**config.mk**
```make
export PLATFORM = sky130hd
export DESIGN_NAME = writeback_stage_flat
export DESIGN_NICKNAME = d
export VERILOG_FILES = /design/src/rtl/writeback_stage_if.sv /design/src/rtl/writeback_stage.sv /design/src/flat_wrapper.sv
export SDC_FILE = /design/constraint.sdc
export NUM_CORES = 1
export LEC_CHECK = 0
export ABC_CLOCK_PERIOD_IN_PS = 2750
export CAP_MARGIN = 20
export CELL_PAD_IN_SITES_DETAIL_PLACEMENT = 1
export CELL_PAD_IN_SITES_GLOBAL_PLACEMENT = 1
export CORE_AREA = 3 3 216 218
export DETAILED_ROUTE_END_ITERATION = 16
export DIE_AREA = 0 0 219 221
export DONT_BUFFER_PORTS = 1
export GPL_TIMING_DRIVEN = 0
export PLACE_DENSITY = 0.58
export SYNTH_ARGS = -nofsm -noshare
export SYNTH_HDL_FRONTEND = slang
export SYNTH_SLANG_ARGS = --single-unit
```
**constraint.sdc**
```tcl
create_clock -name clk -period 2.75 [get_ports clk]
set_clock_uncertainty 0.1 [all_clocks]
set_input_delay 0.825 -clock clk [delete_from_list [all_inputs] [get_ports clk]]
set_output_delay 0.825 -clock clk [all_outputs]
set_load 0.03 [all_outputs]
```
**src/rtl/writeback_stage_if.sv**
```systemverilog
// Writeback stage bundle: execute-side request, interrupt/trap context inputs,
// and the register-file / CSR / trap / redirect outputs.
`default_nettype none

interface writeback_stage_if #(
  parameter int XLEN    = 32,
  parameter int CAUSE_W = 5
);
  logic               e_valid;
  logic               e_stall;
  logic               e_clear;
  logic               e_wren;
  logic [4:0]         e_waddr;
  logic [XLEN-1:0]    e_wdata;
  logic               e_cwren;
  logic [11:0]        e_caddr;
  logic [XLEN-1:0]    e_cdata;
  logic [XLEN-1:0]    e_pc;
  logic [XLEN-1:0]    e_npc;
  logic               e_exception;
  logic [CAUSE_W-1:0] e_ecause;
  logic [XLEN-1:0]    e_etval;
  logic               e_mret;
  logic               e_wfi;
  logic               irq_pending;
  logic [CAUSE_W-1:0] irq_cause;
  logic [XLEN-1:0]    mtvec;
  logic [XLEN-1:0]    mepc;

  logic               rf_wren;
  logic [4:0]         rf_waddr;
  logic [XLEN-1:0]    rf_wdata;
  logic               fwd_wren;
  logic [4:0]         fwd_waddr;
  logic [XLEN-1:0]    fwd_wdata;
  logic               csr_wren;
  logic [11:0]        csr_waddr;
  logic [XLEN-1:0]    csr_wdata;
  logic               trap_valid;
  logic [CAUSE_W-1:0] trap_cause;
  logic [XLEN-1:0]    trap_epc;
  logic [XLEN-1:0]    trap_tval;
  logic               redirect_valid;
  logic [XLEN-1:0]    redirect_pc;
  logic               flush;
  logic               stall;
  logic [63:0]        instret;

  modport slave (
    input  e_valid, e_stall, e_clear, e_wren, e_waddr, e_wdata,
           e_cwren, e_caddr, e_cdata, e_pc, e_npc,
           e_exception, e_ecause, e_etval, e_mret, e_wfi,
           irq_pending, irq_cause, mtvec, mepc,
    output rf_wren, rf_waddr, rf_wdata, fwd_wren, fwd_waddr, fwd_wdata,
           csr_wren, csr_waddr, csr_wdata,
           trap_valid, trap_cause, trap_epc, trap_tval,
           redirect_valid, redirect_pc, flush, stall, instret
  );

  modport master (
    output e_valid, e_stall, e_clear, e_wren, e_waddr, e_wdata,
           e_cwren, e_caddr, e_cdata, e_pc, e_npc,
           e_exception, e_ecause, e_etval, e_mret, e_wfi,
           irq_pending, irq_cause, mtvec, mepc,
    input  rf_wren, rf_waddr, rf_wdata, fwd_wren, fwd_waddr, fwd_wdata,
           csr_wren, csr_waddr, csr_wdata,
           trap_valid, trap_cause, trap_epc, trap_tval,
           redirect_valid, redirect_pc, flush, stall, instret
  );
endinterface

`default_nettype wire

```
**src/rtl/writeback_stage.sv**
```systemverilog
// Writeback stage: registers the finalised execute result, drives RF/CSR
// writes, and owns trap sequencing, mret redirect, WFI sleep and instret.
`default_nettype none

module writeback_stage #(
  parameter int          XLEN        = 32,
  parameter int          CAUSE_W     = 5,
  parameter logic [63:0] INSTRET_RST = 64'd0
) (
  input  logic             clk,
  input  logic             rst,
  writeback_stage_if.slave wb
);

  typedef enum logic [0:0] {
    RUN   = 1'b0,
    SLEEP = 1'b1
  } state_t;

  state_t             state_q, state_d;
  logic [XLEN-1:0]    npc_q, npc_d;
  logic [63:0]        instret_q, instret_d;

  logic               rf_wren_q, rf_wren_d;
  logic [4:0]         rf_waddr_q, rf_waddr_d;
  logic [XLEN-1:0]    rf_wdata_q, rf_wdata_d;
  logic               csr_wren_q, csr_wren_d;
  logic [11:0]        csr_waddr_q, csr_waddr_d;
  logic [XLEN-1:0]    csr_wdata_q, csr_wdata_d;
  logic               trap_valid_q, trap_valid_d;
  logic [CAUSE_W-1:0] trap_cause_q, trap_cause_d;
  logic [XLEN-1:0]    trap_epc_q, trap_epc_d;
  logic [XLEN-1:0]    trap_tval_q, trap_tval_d;
  logic               redirect_valid_q, redirect_valid_d;
  logic [XLEN-1:0]    redirect_pc_q, redirect_pc_d;
  logic               flush_q, flush_d;
  logic               stall_q, stall_d;

  logic               accept;

  // flush_q blocks the wrong-path instruction that arrives right behind a redirect
  assign accept = wb.e_valid & ~wb.e_stall & ~wb.e_clear & ~flush_q & (state_q == RUN);

  always_comb begin
    state_d          = state_q;
    npc_d            = npc_q;
    instret_d        = instret_q;
    rf_wren_d        = 1'b0;
    rf_waddr_d       = rf_waddr_q;
    rf_wdata_d       = rf_wdata_q;
    csr_wren_d       = 1'b0;
    csr_waddr_d      = csr_waddr_q;
    csr_wdata_d      = csr_wdata_q;
    trap_valid_d     = 1'b0;
    trap_cause_d     = trap_cause_q;
    trap_epc_d       = trap_epc_q;
    trap_tval_d      = trap_tval_q;
    redirect_valid_d = 1'b0;
    redirect_pc_d    = redirect_pc_q;
    flush_d          = 1'b0;

    if (accept) begin
      if (wb.e_exception) begin
        trap_valid_d     = 1'b1;
        trap_cause_d     = wb.e_ecause;
        trap_epc_d       = wb.e_pc;
        trap_tval_d      = wb.e_etval;
        redirect_valid_d = 1'b1;
        redirect_pc_d    = wb.mtvec;
        flush_d          = 1'b1;
      end else begin
        rf_wren_d   = wb.e_wren & (wb.e_waddr != 5'd0);
        rf_waddr_d  = wb.e_waddr;
        rf_wdata_d  = wb.e_wdata;
        csr_wren_d  = wb.e_cwren;
        csr_waddr_d = wb.e_caddr;
        csr_wdata_d = wb.e_cdata;
        instret_d   = instret_q + 64'd1;
        // An interrupt taken at this boundary resumes after the committed instruction
        if (wb.irq_pending) begin
          trap_valid_d     = 1'b1;
          trap_cause_d     = wb.irq_cause;
          trap_epc_d       = wb.e_npc;
          trap_tval_d      = '0;
          redirect_valid_d = 1'b1;
          redirect_pc_d    = wb.mtvec;
          flush_d          = 1'b1;
        end else if (wb.e_mret) begin
          redirect_valid_d = 1'b1;
          redirect_pc_d    = wb.mepc;
          flush_d          = 1'b1;
        end else if (wb.e_wfi) begin
          npc_d   = wb.e_npc;
          state_d = SLEEP;
        end
      end
    end else if ((state_q == SLEEP) && wb.irq_pending) begin
      trap_valid_d     = 1'b1;
      trap_cause_d     = wb.irq_cause;
      trap_epc_d       = npc_q;
      trap_tval_d      = '0;
      redirect_valid_d = 1'b1;
      redirect_pc_d    = wb.mtvec;
      flush_d          = 1'b1;
      state_d          = RUN;
    end

    stall_d = (state_d == SLEEP);
  end

  always_ff @(posedge clk) begin
    if (!rst) begin
      state_q          <= RUN;
      npc_q            <= '0;
      instret_q        <= INSTRET_RST;
      rf_wren_q        <= 1'b0;
      rf_waddr_q       <= '0;
      rf_wdata_q       <= '0;
      csr_wren_q       <= 1'b0;
      csr_waddr_q      <= '0;
      csr_wdata_q      <= '0;
      trap_valid_q     <= 1'b0;
      trap_cause_q     <= '0;
      trap_epc_q       <= '0;
      trap_tval_q      <= '0;
      redirect_valid_q <= 1'b0;
      redirect_pc_q    <= '0;
      flush_q          <= 1'b0;
      stall_q          <= 1'b0;
    end else begin
      state_q          <= state_d;
      npc_q            <= npc_d;
      instret_q        <= instret_d;
      rf_wren_q        <= rf_wren_d;
      rf_waddr_q       <= rf_waddr_d;
      rf_wdata_q       <= rf_wdata_d;
      csr_wren_q       <= csr_wren_d;
      csr_waddr_q      <= csr_waddr_d;
      csr_wdata_q      <= csr_wdata_d;
      trap_valid_q     <= trap_valid_d;
      trap_cause_q     <= trap_cause_d;
      trap_epc_q       <= trap_epc_d;
      trap_tval_q      <= trap_tval_d;
      redirect_valid_q <= redirect_valid_d;
      redirect_pc_q    <= redirect_pc_d;
      flush_q          <= flush_d;
      stall_q          <= stall_d;
    end
  end

  assign wb.rf_wren        = rf_wren_q;
  assign wb.rf_waddr       = rf_waddr_q;
  assign wb.rf_wdata       = rf_wdata_q;
  assign wb.fwd_wren       = rf_wren_q;
  assign wb.fwd_waddr      = rf_waddr_q;
  assign wb.fwd_wdata      = rf_wdata_q;
  assign wb.csr_wren       = csr_wren_q;
  assign wb.csr_waddr      = csr_waddr_q;
  assign wb.csr_wdata      = csr_wdata_q;
  assign wb.trap_valid     = trap_valid_q;
  assign wb.trap_cause     = trap_cause_q;
  assign wb.trap_epc       = trap_epc_q;
  assign wb.trap_tval      = trap_tval_q;
  assign wb.redirect_valid = redirect_valid_q;
  assign wb.redirect_pc    = redirect_pc_q;
  assign wb.flush          = flush_q;
  assign wb.stall          = stall_q;
  assign wb.instret        = instret_q;

endmodule

`default_nettype wire
```
**src/flat_wrapper.sv**
```systemverilog
// flat-port wrapper written by rule: the top's interface ports become plain ports
module writeback_stage_flat 
#(
  parameter int          XLEN        = 32,
  parameter int          CAUSE_W     = 5,
  parameter logic [63:0] INSTRET_RST = 64'd0
)
  (clk, rst, wb_e_valid, wb_e_stall, wb_e_clear, wb_e_wren, wb_e_waddr, wb_e_wdata, wb_e_cwren, wb_e_caddr, wb_e_cdata, wb_e_pc, wb_e_npc, wb_e_exception, wb_e_ecause, wb_e_etval, wb_e_mret, wb_e_wfi, wb_irq_pending, wb_irq_cause, wb_mtvec, wb_mepc, wb_rf_wren, wb_rf_waddr, wb_rf_wdata, wb_fwd_wren, wb_fwd_waddr, wb_fwd_wdata, wb_csr_wren, wb_csr_waddr, wb_csr_wdata, wb_trap_valid, wb_trap_cause, wb_trap_epc, wb_trap_tval, wb_redirect_valid, wb_redirect_pc, wb_flush, wb_stall, wb_instret);
  writeback_stage_if #(.XLEN(XLEN), .CAUSE_W(CAUSE_W)) wb_i ();
  input  logic clk;
  input  logic rst;
  input wire logic [$bits(wb_i.e_valid)-1:0] wb_e_valid;
  input wire logic [$bits(wb_i.e_stall)-1:0] wb_e_stall;
  input wire logic [$bits(wb_i.e_clear)-1:0] wb_e_clear;
  input wire logic [$bits(wb_i.e_wren)-1:0] wb_e_wren;
  input wire logic [$bits(wb_i.e_waddr)-1:0] wb_e_waddr;
  input wire logic [$bits(wb_i.e_wdata)-1:0] wb_e_wdata;
  input wire logic [$bits(wb_i.e_cwren)-1:0] wb_e_cwren;
  input wire logic [$bits(wb_i.e_caddr)-1:0] wb_e_caddr;
  input wire logic [$bits(wb_i.e_cdata)-1:0] wb_e_cdata;
  input wire logic [$bits(wb_i.e_pc)-1:0] wb_e_pc;
  input wire logic [$bits(wb_i.e_npc)-1:0] wb_e_npc;
  input wire logic [$bits(wb_i.e_exception)-1:0] wb_e_exception;
  input wire logic [$bits(wb_i.e_ecause)-1:0] wb_e_ecause;
  input wire logic [$bits(wb_i.e_etval)-1:0] wb_e_etval;
  input wire logic [$bits(wb_i.e_mret)-1:0] wb_e_mret;
  input wire logic [$bits(wb_i.e_wfi)-1:0] wb_e_wfi;
  input wire logic [$bits(wb_i.irq_pending)-1:0] wb_irq_pending;
  input wire logic [$bits(wb_i.irq_cause)-1:0] wb_irq_cause;
  input wire logic [$bits(wb_i.mtvec)-1:0] wb_mtvec;
  input wire logic [$bits(wb_i.mepc)-1:0] wb_mepc;
  output wire logic [$bits(wb_i.rf_wren)-1:0] wb_rf_wren;
  output wire logic [$bits(wb_i.rf_waddr)-1:0] wb_rf_waddr;
  output wire logic [$bits(wb_i.rf_wdata)-1:0] wb_rf_wdata;
  output wire logic [$bits(wb_i.fwd_wren)-1:0] wb_fwd_wren;
  output wire logic [$bits(wb_i.fwd_waddr)-1:0] wb_fwd_waddr;
  output wire logic [$bits(wb_i.fwd_wdata)-1:0] wb_fwd_wdata;
  output wire logic [$bits(wb_i.csr_wren)-1:0] wb_csr_wren;
  output wire logic [$bits(wb_i.csr_waddr)-1:0] wb_csr_waddr;
  output wire logic [$bits(wb_i.csr_wdata)-1:0] wb_csr_wdata;
  output wire logic [$bits(wb_i.trap_valid)-1:0] wb_trap_valid;
  output wire logic [$bits(wb_i.trap_cause)-1:0] wb_trap_cause;
  output wire logic [$bits(wb_i.trap_epc)-1:0] wb_trap_epc;
  output wire logic [$bits(wb_i.trap_tval)-1:0] wb_trap_tval;
  output wire logic [$bits(wb_i.redirect_valid)-1:0] wb_redirect_valid;
  output wire logic [$bits(wb_i.redirect_pc)-1:0] wb_redirect_pc;
  output wire logic [$bits(wb_i.flush)-1:0] wb_flush;
  output wire logic [$bits(wb_i.stall)-1:0] wb_stall;
  output wire logic [$bits(wb_i.instret)-1:0] wb_instret;
  assign wb_i.e_valid = wb_e_valid;
  assign wb_i.e_stall = wb_e_stall;
  assign wb_i.e_clear = wb_e_clear;
  assign wb_i.e_wren = wb_e_wren;
  assign wb_i.e_waddr = wb_e_waddr;
  assign wb_i.e_wdata = wb_e_wdata;
  assign wb_i.e_cwren = wb_e_cwren;
  assign wb_i.e_caddr = wb_e_caddr;
  assign wb_i.e_cdata = wb_e_cdata;
  assign wb_i.e_pc = wb_e_pc;
  assign wb_i.e_npc = wb_e_npc;
  assign wb_i.e_exception = wb_e_exception;
  assign wb_i.e_ecause = wb_e_ecause;
  assign wb_i.e_etval = wb_e_etval;
  assign wb_i.e_mret = wb_e_mret;
  assign wb_i.e_wfi = wb_e_wfi;
  assign wb_i.irq_pending = wb_irq_pending;
  assign wb_i.irq_cause = wb_irq_cause;
  assign wb_i.mtvec = wb_mtvec;
  assign wb_i.mepc = wb_mepc;
  assign wb_rf_wren = wb_i.rf_wren;
  assign wb_rf_waddr = wb_i.rf_waddr;
  assign wb_rf_wdata = wb_i.rf_wdata;
  assign wb_fwd_wren = wb_i.fwd_wren;
  assign wb_fwd_waddr = wb_i.fwd_waddr;
  assign wb_fwd_wdata = wb_i.fwd_wdata;
  assign wb_csr_wren = wb_i.csr_wren;
  assign wb_csr_waddr = wb_i.csr_waddr;
  assign wb_csr_wdata = wb_i.csr_wdata;
  assign wb_trap_valid = wb_i.trap_valid;
  assign wb_trap_cause = wb_i.trap_cause;
  assign wb_trap_epc = wb_i.trap_epc;
  assign wb_trap_tval = wb_i.trap_tval;
  assign wb_redirect_valid = wb_i.redirect_valid;
  assign wb_redirect_pc = wb_i.redirect_pc;
  assign wb_flush = wb_i.flush;
  assign wb_stall = wb_i.stall;
  assign wb_instret = wb_i.instret;
  writeback_stage #(.XLEN(XLEN), .CAUSE_W(CAUSE_W), .INSTRET_RST(INSTRET_RST)) u_core (.clk(clk), .rst(rst), .wb(wb_i));
endmodule
```
==> results of run 1 <==
## state kept, by name, indices dropped and copies added (netlist names), 12 cells and up
name                   cells
u_core.wb.instret         64
u_core.wb.csr_waddr       12
u_core.wb.fwd_wdata       32
u_core.npc_q              32
u_core.wb.csr_wdata       32
u_core.wb.trap_epc        32
u_core.wb.trap_tval       32
u_core.wb.redirect_pc     32
## cells in the final DEF (no fill, tap or decap), types with 9 or more instances in the layout
master and instances:
nand2_1 358, dfxtp_1 259, a21oi_1 185, nor2_1 73
clkbuf_1 65, buf_4 51, o21ai_0 47, a311oi_1 37
clkbuf_16 35, mux2i_1 32, o211ai_1 32, a22o_1 32
nand3_1 26, clkbuf_2 23, nand4_1 20, or3_1 17
or4_1 17, dfxtp_2 17, o31ai_1 15, xor2_1 15
clkbuf_8 9, inv_1 9, nor3_1 9
## where the power goes
part | internal, mW | switching, mW | total, mW
combinational | 0.141 | 0.316 | 0.457
clock | 2.88 | 1.83 | 4.71
sequential | 4.16 | 0.196 | 4.36
total | 7.18 | 2.34 | 9.52
## layer usage
layer | up-vias | GRT usage [%] | wire length (um)
met5 | - | 0 | 11
met4 | 2 | 6.042 | 1107
met3 | 59 | 7.512 | 5214
met2 | 439 | 34.42 | 25050
met1 | 5382 | 23.83 | 20350
li1 | 5127 | - | -
## repair_timing
action	4_1_cts	5_1_grt
gates cloned	2	0
hold buffers	0	0
endpoints found under the setup margin	262	157
buffers inserted	8	1
pin swaps	6	1
resized for setup	57	66
## kinds of logic after synthesis
family / share of synthesized area (%)
AOI/OAI and AO/OA: 19.06
xor gates and xnor gates: 1.702
adders and majority gates: 0.1057
buffers and inverters: 6.332
DFF: 47.86
muxes: 2.706
and+or+nand+nor: 22.23
## final timing paths
path	startpoint	to	slack [ps]	cells after the start
max	u_core.state_q	u_core.wb.redirect_pc[25]	70	7
min	wb_e_npc[17]	u_core.npc_q[17]	330	2
max reg2reg	u_core.state_q	u_core.wb.redirect_pc[25]	70	7
min reg2reg	u_core.npc_q[3]	u_core.npc_q[3]	360	2
## area by class of cell
class	instances	area share, %
repair buffers	12	0.8046
diodes	3	0.05305
plain buffers	142	5.641
inverters	9	0.2387
multi-input cells	1007	39.50
clock inverters	9	1.052
clock buffers	51	7.038
flip-flops and latches	283	40.37
well taps	600	5.305
## metrics by stage
step	util, %	power, mW	instances
final	31.39	9.520	2116
after global routing	31.39	9.884	2116
after CTS	31.03	9.644	2113
after floorplan	-	4.731	1444
after global placement	27.96	4.890	2044
after detailed placement	28.00	4.900	2045
==> results.py, run 1 <==
metrics = {
    "global_routing": {
        "grt_max_degree": 13,
        "grt_pass1_wl_um": 75080,
        "track_usage_pct": 20.29,
        "grt-ovfl-total": 0,
        "grt_pass1_vias": 11220,
        "grt_antenna_before_repair": 5,
    },
    "yosys": {
        "yosysTopAreaCellShare_pct": 47.86,
        "yosys.area.top_type": "dfxtp_1",
        "syn_avg_cell_area_um2": 8.197,
        "synth_common_cells": "nand2_1, dfxtp_1, a21oi_1",
        "syn_area_mm2": 0.01184,
        "ys_seq_area_share_pct": 47.86,
        "synthTopCellsByArea": "dfxtp_1, nand2_1, a21oi_1, clkbuf_1, a311oi_1",
        "synth_cells": 1444,
        "ys.flop_type": "dfxtp_1",
        "synth_cell_types": 48,
        "yosysWarningCount": 0,
        "yosysMostFrequentCell": "nand2_1",
        "synth_edf_count": 0,
        "ys_ff_latch": 283,
        "synthesis.nets": 1707,
        "synthArstFlopShare_pct": 0,
    },
    "setup_path": {
        "worst_path_most_repeated_cell": "clkbuf_4",
        "critPathSlowestCell": "or4b_4",
        "cpPeakStageDelay_ps": 580,
        "cp_data_arrival_time_ps": 2950,
        "critical_path_required_ps": 3020,
        "crit_type": "flop to flop",
        "critPathCaptureType": "flop",
        "cp_top_family": "simple AND/OR/NAND/NOR gates",
        "crit_fanout": 10,
        "path_buf_inv": 3,
        "path_cells": "or4b_4 -> buf_6 -> or2_2 -> clkbuf_4 -> clkbuf_4 -> o21ai_1 -> a311oi_1",
        "cp-start-kind": "flop",
    },
    "timing": {
        "tightest_slew_ps": 931.8,
        "finalSetupViolCount": 0,
        "rsz0062_at_grt": "false",
        "min_period_over_period_pct": 97.42,
        "tns_ps": 0,
        "max-slew-margin-rel_pct": 37.88,
        "final_max_slew_viol_count": 0,
        "fin_crit_ps": 2679,
        "postLayoutSetupSlackWorst_ps": 71.04,
        "fmax_mhz": 373.3,
        "whs_ps": 327.8,
        "hold_viol": 0,
    },
    "cells_and_area": {
        "design_area_mm2": 0.01415,
        "nNetsFinal": 1752,
        "area_growth_pct": 19.56,
        "fill_cells": 5356,
        "multiInputGateArea_mm2": 0.005589,
        "layout-drive-gt1-share_pct": 13.48,
        "seqCellArea_mm2": 0.005713,
    },
    "route": {
        "first_pass_iters": 4,
        "routed_via_density": 5.203,
        "vias": 11010,
        "routedWlPerCell_um": 24.45,
        "drt-initial-drc-count": 567,
        "wl_um": 51730,
        "route.detailed.drc": 0,
        "postRouteAntennaNets": 0,
    },
    "clocking": {
        "cts_sinks": 283,
        "cts.root.buffer_cell": "clkbuf_16",
        "path_clk_slew_ps": 60,
        "htree_levels": 2,
        "tritoncts": "yes",
        "insertion_delay_ps": 530,
        "cts_buffers": 34,
        "ctsLongestPathBuffers": 3,
    },
    "floorplanning": {
        "ios": 552,
        "coreArea_mm2": 0.04509,
        "die_y_um": 221,
        "fp.dieW_um": 219,
        "dieArea_mm2": 0.04840,
        "fp-row-count": 78,
        "start_util_pct": 26.25,
    },
    "min_path": {
        "min_path_type": "input port to flop",
    },
    "power": {
        "peakVddDrop_v": 0.0003939,
        "p_per_area_mw_per_mm2": 672.7,
        "leakagePower_nw": 4.689,
    },
    "placement": {
        "dp_slack_ps": -908.3,
        "port_buffers": 0,
        "gp_congestion": 0.9217,
        "placed_cell_area_mm2": 0.01262,
        "dp_hpwl_um": 39890,
    },
    "run_status": {
        "status": "finished clean",
    },
    "run": {
        "drv_cap": 0,
    },
}
Note: power is estimated with default switching activity, not from simulation.
==> run 2, diff against run 1 <==
ABC_CLOCK_PERIOD_IN_PS = 3300   (was 2750)
PLACE_DENSITY = 0.56   (was 0.58)
clock period = 3.3 ns   (was 2.75 ns; I/O delays follow)
==> results.py, run 2 (same netlist as run 1, synthesis figures left out) <==
metrics = {
    "setup_path": {
        "critPathSlowestCell": "or4b_4",
        "worst_path_most_repeated_cell": "clkbuf_1",
        "critical_path_required_ps": 3590,
        "cpPeakStageDelay_ps": 620,
        "reg2reg_slack_ps": 180,
        "critPathCaptureType": "flop",
        "path_cells": "or4b_4 -> buf_6 -> or3b_2 -> clkbuf_1 -> a21boi_2 -> clkbuf_1 -> nand2_1 -> a21oi_1",
        "crit_fanout": 10,
        "cp_data_arrival_time_ps": 3410,
        "crit_type": "flop to flop",
        "cp-start-kind": "flop",
    },
    "cells_and_area": {
        "final_util_pct": 30.41,
        "nNetsFinal": 1744,
        "seqCellArea_mm2": 0.005667,
        "multiInputGateArea_mm2": 0.005445,
        "largest_reg_flops": 64,
        "layout-drive-gt1-share_pct": 8.139,
        "fill_cells": 5432,
        "final_cell_mix": "nand2_1, dfxtp_1, a21oi_1, clkbuf_1, nor2_1",
        "area_growth_pct": 15.82,
        "design_area_mm2": 0.01371,
        "layout_commonest_cell": "nand2_1",
    },
    "timing": {
        "tns_ps": 0,
        "fin_crit_ps": 3120,
        "fmax_mhz": 320.5,
        "tightest_slew_ps": 970.0,
        "hold_viol": 0,
        "final_max_slew_viol_count": 0,
        "finalSetupViolCount": 0,
        "min_period_over_period_pct": 94.54,
        "rsz0062_at_grt": "false",
        "max-slew-margin-rel_pct": 35.33,
    },
    "floorplanning": {
        "start_util_pct": 26.25,
        "dieArea_mm2": 0.04840,
        "fp-row-count": 78,
        "die_y_um": 221,
        "coreArea_mm2": 0.04509,
        "ios": 552,
        "fp.dieW_um": 219,
    },
    "global_routing": {
        "grt_pass1_wl_um": 75310,
        "grt_antenna_before_repair": 7,
        "grt_max_degree": 13,
        "grt-ovfl-total": 0,
        "grt_pass1_vias": 11090,
        "track_usage_pct": 20.43,
    },
    "clocking": {
        "ctsLongestPathBuffers": 3,
        "cts_sinks": 283,
        "cts_buffers": 35,
        "tritoncts": "yes",
        "path_clk_slew_ps": 60,
        "cts.root.buffer_cell": "clkbuf_16",
        "insertion_delay_ps": 530,
        "ctsHoldBuffers": 0,
        "htree_levels": 2,
    },
    "power": {
        "power.total_mw": 7.728,
        "peakVddDrop_v": 0.0002971,
        "leakagePower_nw": 4.370,
        "p_per_area_mw_per_mm2": 563.7,
    },
    "placement": {
        "placed_cell_area_mm2": 0.01260,
        "port_buffers": 0,
        "gp_congestion": 0.8659,
        "dp_hpwl_um": 40550,
    },
    "route": {
        "drt-initial-drc-count": 577,
        "met1Wirelength_um": 20400,
        "wl_met2_um": 25460,
        "wl_um": 52110,
        "maxUsedRoutingLayer": "met5",
        "postRouteAntennaNets": 0,
        "routed_via_density": 5.183,
        "wl_met3_um": 5147,
        "routedWlPerCell_um": 24.78,
        "first_pass_iters": 4,
        "route.detailed.drc": 0,
        "vias": 10900,
    },
    "run": {
        "drv_cap": 0,
    },
    "run_status": {
        "status": "finished clean",
    },
    "min_path": {
        "min_path_type": "flop to flop",
    },
}
run 2: cell types whose count changed in the layout (fill, tap and decap cells not counted), sizes merged:
cell	previous run	this run
buf	68	60
clkbuf	137	134
bufinv	4	2
clkinv	4	3
diode	3	4
run 2: final cells by class:
type	instances	area share (%)
clock buffer	49	7.210
sequential	283	41.33
clock inverter	6	0.6115
antenna	4	0.07301
tap	600	5.476
multi-input combinational	1007	39.72
inverter	9	0.2464
buffer	144	5.220
timing repair buffer	1	0.1095
run 2: path summary, 6_finish.rpt:
check                       start                    end  cells after the start
setup reg to reg   u_core.state_q  u_core.wb.trap_epc[9]                      8
hold reg to reg   u_core.npc_q[2]        u_core.npc_q[2]                      2
setup / recovery   u_core.state_q  u_core.wb.trap_epc[9]                      8
hold / removal    u_core.npc_q[2]        u_core.npc_q[2]                      2
run 2: critical path, delay by kind of cell (launching register included):
family / cells / cell delay (ps)
compound gates: 2 / 380
buf+inv: 3 / 790
flops: 1 / 460
simple gates: 3 / 1240
run 2: where the power goes:
part           switching [mW]  total [mW]  internal [mW]
Combinational           0.256       0.362          0.107
Sequential              0.164        3.64           3.47
Clock                    1.50        3.73           2.23
run 2: timing repair:
action,in CTS,in global routing
buffers inserted,0,0
endpoints found under the hold margin,0,0
pin swaps,0,1
gates resized for setup,3,10
endpoints found under the setup margin,12,80
run 2: metrics by stage:
step                      setup WS, ps  instances  hold WS [ps]
after CTS                        11.94       2100         354.7
after detailed placement        -454.7       2045         346.9
after global placement          -720.0       2044         342.0
final                            180.2       2103         356.4
after floorplan                  220.1       1444         336.5
after global routing             13.34       2102         371.2
run 2: layer usage:
metal	track usage (%)	up-vias
li1	-	5092
met1	23.63	5323
met2	35.47	410
met3	7.965	72
met4	4.704	2
met5	0	-
==> run 3, diff against run 2 <==
--- a/constraint.sdc
+++ b/constraint.sdc
@@ -4,2 +4,2 @@
 set_output_delay 0.99 -clock clk [all_outputs]
-set_load 0.03 [all_outputs]
+set_load 0.01 [all_outputs]
==> results.py, run 3 (same netlist as run 1, synthesis figures left out) <==
metrics = {
    "cells_and_area": {
        "nNetsFinal": 1744,
        "design_area_mm2": 0.01369,
        "final_cell_mix": "nand2_1, dfxtp_1, a21oi_1, clkbuf_1, nor2_1",
        "fill_cells": 5434,
        "largest_reg_flops": 64,
        "layout-drive-gt1-share_pct": 7.872,
        "layoutNonFillerInstCount": 2102,
        "area_growth_pct": 15.67,
        "final_util_pct": 30.36,
        "layout_commonest_cell": "nand2_1",
    },
    "clocking": {
        "ctsLongestPathBuffers": 3,
        "insertion_delay_ps": 530,
        "path_clk_slew_ps": 60,
        "cts.root.buffer_cell": "clkbuf_16",
        "cts-resized-gates": 0,
        "ctsHoldBuffers": 0,
        "htree_levels": 2,
        "tritoncts": "yes",
        "post-cts-setup-buffer-count": 0,
        "cts_buffers": 35,
        "cts_sinks": 283,
    },
    "run_status": {
        "status": "finished clean",
    },
    "timing": {
        "min_period_over_period_pct": 92.79,
        "fin_crit_ps": 3062,
        "whs_ps": 356.4,
        "fmax_mhz": 326.6,
        "hold_viol": 0,
        "max-slew-margin-rel_pct": 31.37,
        "finalSetupViolCount": 0,
        "tightest_slew_ps": 1020,
        "rsz0062_at_grt": "false",
        "final_max_slew_viol_count": 0,
    },
    "global_routing": {
        "grt_pass1_wl_um": 75310,
        "track_usage_pct": 20.43,
        "grt-ovfl-total": 0,
        "grt_antenna_before_repair": 7,
        "grt_max_degree": 13,
        "grt_pass1_vias": 11090,
    },
    "route": {
        "vias": 10880,
        "routed_via_density": 5.175,
        "routedWlPerCell_um": 24.81,
        "postRouteAntennaNets": 0,
        "first_pass_iters": 5,
        "wl_um": 52140,
        "route.detailed.drc": 0,
        "drt-initial-drc-count": 564,
    },
    "min_path": {
        "min_path_type": "flop to flop",
        "min-delay-start": "u_core.npc_q[2]",
    },
    "floorplanning": {
        "start_util_pct": 26.25,
        "ios": 552,
        "coreArea_mm2": 0.04509,
        "die_y_um": 221,
        "dieArea_mm2": 0.04840,
        "fp.dieW_um": 219,
        "fp-row-count": 78,
    },
    "power": {
        "leakagePower_nw": 4.368,
        "p_per_area_mw_per_mm2": 557.5,
        "peakVddDrop_v": 0.0002975,
    },
    "setup_path": {
        "crit_type": "flop to flop",
        "worst_path_most_repeated_cell": "clkbuf_1",
        "critPathCaptureType": "flop",
        "path_cells": "or4b_4 -> buf_6 -> or3b_2 -> clkbuf_1 -> a21boi_1 -> clkbuf_1 -> nand2_1 -> a21oi_1",
        "cp_top_family": "simple AND/OR/NAND/NOR gates",
        "critPathSlowestCell": "or4b_4",
        "crit_fanout": 10,
        "r2r_start": "u_core.state_q",
        "path_buf_inv": 3,
        "cp-start-kind": "flop",
        "cp_data_arrival_time_ps": 3360,
        "critPathLaunch": "u_core.state_q",
        "cpPeakStageDelay_ps": 590,
        "critical_path_required_ps": 3600,
    },
    "placement": {
        "dp_hpwl_um": 40550,
        "port_buffers": 0,
        "dp_cells": 2045,
        "placed_cell_area_mm2": 0.01260,
        "gp_congestion": 0.8659,
    },
    "run": {
        "drv_cap": 0,
    },
}
## run 3: cell types whose count changed in the layout (fill, tap and decap cells not counted), sizes merged
cell | previous run | this run
diode | 4 | 3
## run 3: area by class of cell
| class | instances | area (um2) | area share, % |
|---|---|---|---|
| flip-flops and latches | 283 | 5665 | 41.38 |
| multi-input cells | 1007 | 5430 | 39.66 |
| inverters | 9 | 33.78 | 0.2468 |
| clock buffers | 49 | 988.4 | 7.220 |
| plain buffers | 144 | 715.7 | 5.228 |
| repair buffers | 1 | 15.01 | 0.1097 |
| clock inverters | 6 | 83.83 | 0.6123 |
| well taps | 600 | 750.7 | 5.483 |
| diodes | 3 | 7.507 | 0.05483 |
## run 3: worst register-to-register path, cell delays in order (launching register included)
cell      delay [ps]
dfxtp_1          400
or4b_4           600
buf_6            170
or3b_2           460
clkbuf_1         300
a21boi_1         310
clkbuf_1         360
nand2_1          170
a21oi_1           70
## run 3: per-layer routing
metal / GRT usage [%] / vias to the layer above / part of all wire [%]
met2: 35.47 / 407 / 49
li1: - / 5091 / -
met1: 23.63 / 5304 / 39
met3: 7.965 / 74 / 9.9
met4: 4.704 / 2 / 2.1
met5: 0 / - / 0.023
## run 3: final timing paths
path         cells after the start                    end  slack (ps)
max                              8  u_core.wb.trap_epc[9]         240
max reg2reg                      8  u_core.wb.trap_epc[9]         240
min reg2reg                      2        u_core.npc_q[2]         360
min                              2        u_core.npc_q[2]         360
## run 3: stage by stage
step / TNS (ps) / worst slack, ps / total power [mW]
finish: 0 / 237.8 / 7.632
global placement: -78500 / -720.0 / 3.977
CTS: 0 / 76.97 / 7.756
floorplan: 0 / 220.1 / 3.844
global route: 0 / 79.05 / 7.942
detailed placement: -55970 / -454.7 / 3.983
## run 3: power by group
| part | total, mW | switching [mW] | internal [mW] | leakage (nW) |
|---|---|---|---|---|
| Combinational | 0.347 | 0.241 | 0.106 | 1.55 |
| Sequential | 3.56 | 0.0827 | 3.47 | 2.29 |
| Clock | 3.73 | 1.50 | 2.23 | 0.528 |
